[src/rtl/mp3_ser_tx.sv]
// mp3_ser_tx - serial byte transmitter for an MP3 decoder data port.
//
// Accepts bytes over a valid/ready handshake into a one-byte holding register.
// Each byte is shifted out MSB first on a divided serial clock (mp3_clk).
// mp3_sync is high for the whole bit cell of bit 7.
// A new byte starts only while the synchronised decoder request is high.
//
// Ports:
//   clk       in   system clock
//   rst       in   asynchronous reset, active high
//   in_data   in   [7:0] byte to transmit
//   in_valid  in   in_data is valid
//   in_ready  out  holding register empty (registered)
//   mp3_req   in   decoder data request (asynchronous to clk)
//   mp3_clk   out  serial clock, decoder samples on its rising edge
//   mp3_sync  out  high during the bit-7 cell of every byte
//   mp3_dat   out  serial data, MSB first
//   busy      out  shifting, in the inter-byte gap, or holding register full
module mp3_ser_tx #(
    parameter int DIV_HALF    = 2,  // system clocks per half period of mp3_clk (>= 1)
    parameter int SYNC_STAGES = 2,  // synchroniser depth on mp3_req (>= 2)
    parameter int GAP         = 3   // idle clocks after the last falling edge (>= SYNC_STAGES+1)
) (
    input  logic       clk,
    input  logic       rst,
    input  logic [7:0] in_data,
    input  logic       in_valid,
    output logic       in_ready,
    input  logic       mp3_req,
    output logic       mp3_clk,
    output logic       mp3_sync,
    output logic       mp3_dat,
    output logic       busy
);

    localparam int PW = (DIV_HALF > 1) ? $clog2(DIV_HALF) : 1;
    localparam int GW = (GAP > 1) ? $clog2(GAP) : 1;
    localparam logic [PW-1:0] PHASE_LAST = PW'(DIV_HALF - 1);
    localparam logic [GW-1:0] GAP_LAST   = GW'(GAP - 1);

    typedef enum logic [1:0] {
        ST_IDLE,
        ST_SHIFT,
        ST_GAP
    } state_t;

    state_t                 state_reg,     state_next;
    logic [7:0]             hold_reg,      hold_next;
    logic                   hold_full_reg, hold_full_next;
    logic [7:0]             shift_reg,     shift_next;
    logic [2:0]             bit_reg,       bit_next;
    logic [PW-1:0]          phase_reg,     phase_next;
    logic [GW-1:0]          gap_reg,       gap_next;
    logic                   clk_reg,       clk_next;
    logic                   sync_reg,      sync_next;
    logic                   dat_reg,       dat_next;
    logic [SYNC_STAGES-1:0] req_sync_reg;
    logic                   req_s;
    logic [2:0]             bit_dec;

    // mp3_req is asynchronous; only the synchronised copy is used below.
    always_ff @(posedge clk or posedge rst) begin
        if (rst) begin
            req_sync_reg <= '0;
        end else begin
            req_sync_reg <= {req_sync_reg[SYNC_STAGES-2:0], mp3_req};
        end
    end

    assign req_s   = req_sync_reg[SYNC_STAGES-1];
    assign bit_dec = bit_reg - 3'd1;

    always_ff @(posedge clk or posedge rst) begin
        if (rst) begin
            state_reg     <= ST_IDLE;
            hold_reg      <= '0;
            hold_full_reg <= 1'b0;
            shift_reg     <= '0;
            bit_reg       <= '0;
            phase_reg     <= '0;
            gap_reg       <= '0;
            clk_reg       <= 1'b0;
            sync_reg      <= 1'b0;
            dat_reg       <= 1'b0;
        end else begin
            state_reg     <= state_next;
            hold_reg      <= hold_next;
            hold_full_reg <= hold_full_next;
            shift_reg     <= shift_next;
            bit_reg       <= bit_next;
            phase_reg     <= phase_next;
            gap_reg       <= gap_next;
            clk_reg       <= clk_next;
            sync_reg      <= sync_next;
            dat_reg       <= dat_next;
        end
    end

    always_comb begin
        state_next     = state_reg;
        hold_next      = hold_reg;
        hold_full_next = hold_full_reg;
        shift_next     = shift_reg;
        bit_next       = bit_reg;
        phase_next     = phase_reg;
        gap_next       = gap_reg;
        clk_next       = clk_reg;
        sync_next      = sync_reg;
        dat_next       = dat_reg;

        // Load only into an empty holding register. The IDLE transfer below
        // needs a full one, so the two can never collide in one cycle.
        if (in_valid && !hold_full_reg) begin
            hold_next      = in_data;
            hold_full_next = 1'b1;
        end

        case (state_reg)
            ST_IDLE: begin
                clk_next  = 1'b0;
                sync_next = 1'b0;
                if (hold_full_reg && req_s) begin
                    shift_next     = hold_reg;
                    hold_full_next = 1'b0;
                    bit_next       = 3'd7;
                    phase_next     = '0;
                    // First cell's data and sync are presented together with
                    // the low phase, giving DIV_HALF clocks of setup.
                    dat_next       = hold_reg[7];
                    sync_next      = 1'b1;
                    state_next     = ST_SHIFT;
                end
            end

            ST_SHIFT: begin
                if (phase_reg == PHASE_LAST) begin
                    phase_next = '0;
                    if (!clk_reg) begin
                        clk_next = 1'b1;
                    end else begin
                        // Falling edge: data and sync only ever change here.
                        clk_next  = 1'b0;
                        sync_next = 1'b0;
                        if (bit_reg == 3'd0) begin
                            gap_next   = '0;
                            state_next = ST_GAP;
                        end else begin
                            bit_next = bit_dec;
                            dat_next = shift_reg[bit_dec];
                        end
                    end
                end else begin
                    phase_next = phase_reg + 1'b1;
                end
            end

            ST_GAP: begin
                // Long enough for the decoder to drop req after the last
                // falling edge and for that to reach req_s.
                clk_next = 1'b0;
                if (gap_reg == GAP_LAST) begin
                    state_next = ST_IDLE;
                end else begin
                    gap_next = gap_reg + 1'b1;
                end
            end

            default: begin
                state_next = ST_IDLE;
            end
        endcase
    end

    assign in_ready = ~hold_full_reg;
    assign busy     = (state_reg != ST_IDLE) || hold_full_reg;
    assign mp3_clk  = clk_reg;
    assign mp3_sync = sync_reg;
    assign mp3_dat  = dat_reg;

endmodule

[config.mk]
export PLATFORM = sky130hd
export DESIGN_NAME = mp3_ser_tx
export DESIGN_NICKNAME = d
export VERILOG_FILES = /design/src/rtl/mp3_ser_tx.sv
export SDC_FILE = /design/constraint.sdc
export NUM_CORES = 1
export LEC_CHECK = 0
export BUFFER_PORTS_ARGS = -buffer_cell sky130_fd_sc_hd__buf_2
export CAP_MARGIN = 30
export CORE_MARGIN = 1
export CORE_UTILIZATION = 50
export CTS_CLUSTER_DIAMETER = 60
export CTS_CLUSTER_SIZE = 12
export DETAILED_ROUTE_END_ITERATION = 8
export MAX_ROUTING_LAYER = met4
export PLACE_DENSITY = 0.76
export SYNTH_ARGS = -nofsm -noshare
export SYNTH_HDL_FRONTEND = slang
export SYNTH_SLANG_ARGS = --single-unit
[constraint.sdc]
create_clock -name clk -period 1.7 [get_ports clk]
set_input_delay 0.17 -clock clk [delete_from_list [all_inputs] [get_ports clk]]
set_output_delay 0.17 -clock clk [all_outputs]
set_load 0.01 [all_outputs]
==> out/qor.yml <==
drt-vias-per-instance: 5.31
routedWlPerCell_um: 13.8
die_area_mm2: 0.00292
status: "finished, final reports clean"
skew_ns: 0.00312
critPathMaxFanout: 4
insertedDiodeCount: 0
syn_nets: 117
slowest_stage: "or3_1"
io_pins: 17
ir_drop_mv: 1.06
area_delta_synth_final_pct: 18.2
whs_endpoint: "hold_reg[6]$_DFFE_PP0P_"
stdcell_count: 160
hold_viol: 0
io_buffers: 16
final_util: 0.634
cts_tree: "yes"
cts-root-buf: "clkbuf_4"
tns_ns: 0
grt_pass1_vias: 858
h-tree-depth: 2
ys_types: 31
crit_path_end_kind: "flop"
yosysSeqAreaShare: 0.555
hold_path.class: "primary input to flop"
r2r_setup_slack_ns: 0.11
chipWidth_um: 54.0
leakage_nw: 0.743
rsz0062_at_grt: "false"
drt_first_iter_violations: 2
reg2reg_depth: 6
slew_viol_final: 0
die_h_um: 54.0
worstSetupStartpointType: "flop"
initial_core_util: 0.536
required_ns: 1.94
slowest_delay_ns: 0.37
ys_ff_latch: 30
finalInstanceArea_mm2: 0.00160
finalCritPeriodShare: 0.935
antenna_found_initial: 0
r2r-end: "mp3_dat$_DFFE_PP0P_"
setup_viol: 0
min_from: "in_data[6]"
postSynthCellCount: 102
clockBufferDepth: 2
drc: 0
dr.pass1.iters: 4
clk_latency_ns: 0.32
placed_area_mm2: 0.00150
critPathKind: "flop to flop"
synth_area_mm2: 0.00135
cp_cell_sequence: "inv_2 > ha_2 > ha_4 > nand3b_1 > or3_1 > a41oi_2"
vias: 850
period_needed_ns: 1.59
fmax_mhz: 629
max_cap_viol_count: 0
cts.sinks: 30
drive_above_1_share: 0.346
ant_nets: 0
cts_buffers: 5
grt-ovfl-total: 0
grt_pass1_wl_um: 3800
critPathArrivalTime_ns: 1.83
tightest_slew_ns: 0.368
final_cell_mix: "30 x dfrtp_1, 16 x buf_2, 11 x mux2_2, 8 x mux2_1, 7 x inv_1"
slew-limit-headroom: 0.755
path_clk_slew_ns: 0.08
hold_depth: 2
dp.final_hpwl_um: 1590
p_per_area_mw_per_mm2: 1700
pre_cts_ws_ns: 0.0229
routed_wl_um: 2200
gp_congestion: 0.835
rr_startpoint: "bit_reg[0]$_DFFE_PP0P_"
grt_max_degree: 31
core_mm2: 0.00252
post-route-worst-setup-slack_ns: 0.111
syn_area_per_cell_um2: 13.3
yosysWarnings: 0
final_common_cell: "dfrtp_1"
dp.cells: 150
nets: 145
track_usage: 0.200
rows: 18
[critical path, delay by kind of cell, from the launching register on]
family,cells,cell delay [ns]
AO/OA/AOI/OAI,1,0.18
adder cells (fa/ha/maj),2,0.47
buffers and inverters,1,0.05
flip-flops,1,0.36
AND/OR/NAND/NOR,2,0.45
[cells in the mapped netlist]
cell type  count  share of area
o22a_1         1         0.0065
a311oi_1       1         0.0065
mux2_4         2          0.022
mux2_1         8          0.067
mux2i_1        4          0.030
xnor2_1        2          0.013
a41oi_1        1         0.0065
o32a_1         1         0.0074
a22oi_1        1         0.0056
clkbuf_1       1         0.0028
ha_1           3          0.028
buf_2          1         0.0037
and4bb_4       1          0.012
and2b_1        1         0.0056
nand2b_1       4          0.018
nand3_1        1         0.0037
a21boi_0       1         0.0056
nand2_1        2         0.0056
nor4b_1        1         0.0065
a31o_4         1          0.013
nor2_1         6          0.017
mux2_2        11          0.092
inv_1          8          0.022
nor2b_1        1         0.0046
and2_1         2         0.0092
nand4bb_1      1         0.0083
or3_1          2         0.0092
nand3b_1       1         0.0056
dfrtp_1       30           0.56
a21o_1         1         0.0056
o21ai_0        1         0.0037
[logic make-up after synthesis]
kind of cell	synth area share
AND/OR/NAND/NOR	0.105
flip-flops	0.555
XOR/XNOR	0.0130
adder cells (fa/ha/maj)	0.0278
buffers and inverters	0.0287
multiplexers	0.210
AO/OA/AOI/OAI	0.0601
[stage by stage]
step / power, mW / hold slack, ns
CTS: 2.67 / 0.0514
finish: 2.72 / 0.0647
detailed placement: 2.28 / 0.263
floorplan: 2.00 / 0.201
global route: 2.93 / 0.0632
global placement: 2.22 / 0.253
[layer usage]
metal | global-route usage | share of wire | vias to the layer above
met4 | 0.115 | 0.024 | 0
met5 | - | 0 | -
li1 | - | - | 413
met1 | 0.224 | 0.43 | 417
met3 | 0.0593 | 0.034 | 5
met2 | 0.315 | 0.51 | 15
[layout make-up]
type                       instances  area, µm²
multi-input combinational         62        586
clock buffer                       7       45.0
fill                             220        923
timing repair buffer              23        150
tap                               30       37.5
inverter                           8       30.0
sequential                        30        751
[worst max-delay path by stage]
stage                                 from                     end  slack [ns]  cells past startpoint
floorplan           bit_reg[0]$_DFFE_PP0P_     mp3_dat$_DFFE_PP0P_        0.06                      6
global placement    bit_reg[0]$_DFFE_PP0P_     mp3_dat$_DFFE_PP0P_        0.11                      6
detailed placement  bit_reg[0]$_DFFE_PP0P_     mp3_dat$_DFFE_PP0P_        0.02                      6
CTS                 bit_reg[0]$_DFFE_PP0P_     mp3_dat$_DFFE_PP0P_       0.003                      6
global route        bit_reg[0]$_DFFE_PP0P_  gap_reg[0]$_DFFE_PP0P_        0.03                      6
finish              bit_reg[0]$_DFFE_PP0P_     mp3_dat$_DFFE_PP0P_        0.11                      6
[power by group]
group | internal [mW] | switching (mW) | leakage (nW) | total (mW)
Combinational | 0.663 | 0.476 | 0.360 | 1.14
Clock | 0.156 | 0.223 | 0.0254 | 0.378
Sequential | 1.01 | 0.190 | 0.357 | 1.20
Total | 1.83 | 0.888 | 0.743 | 2.72
[repair_timing]
| item | 4_1_cts | 5_1_grt |
|---|---|---|
| hold buffers | 2 | 0 |
| endpoints found under the hold margin | 31 | 0 |
| gates resized for setup | 0 | 4 |
| endpoints found under the setup margin | 0 | 3 |
| buffers inserted | 0 | 1 |
No activity file was read; power rests on OpenSTA's default activity.
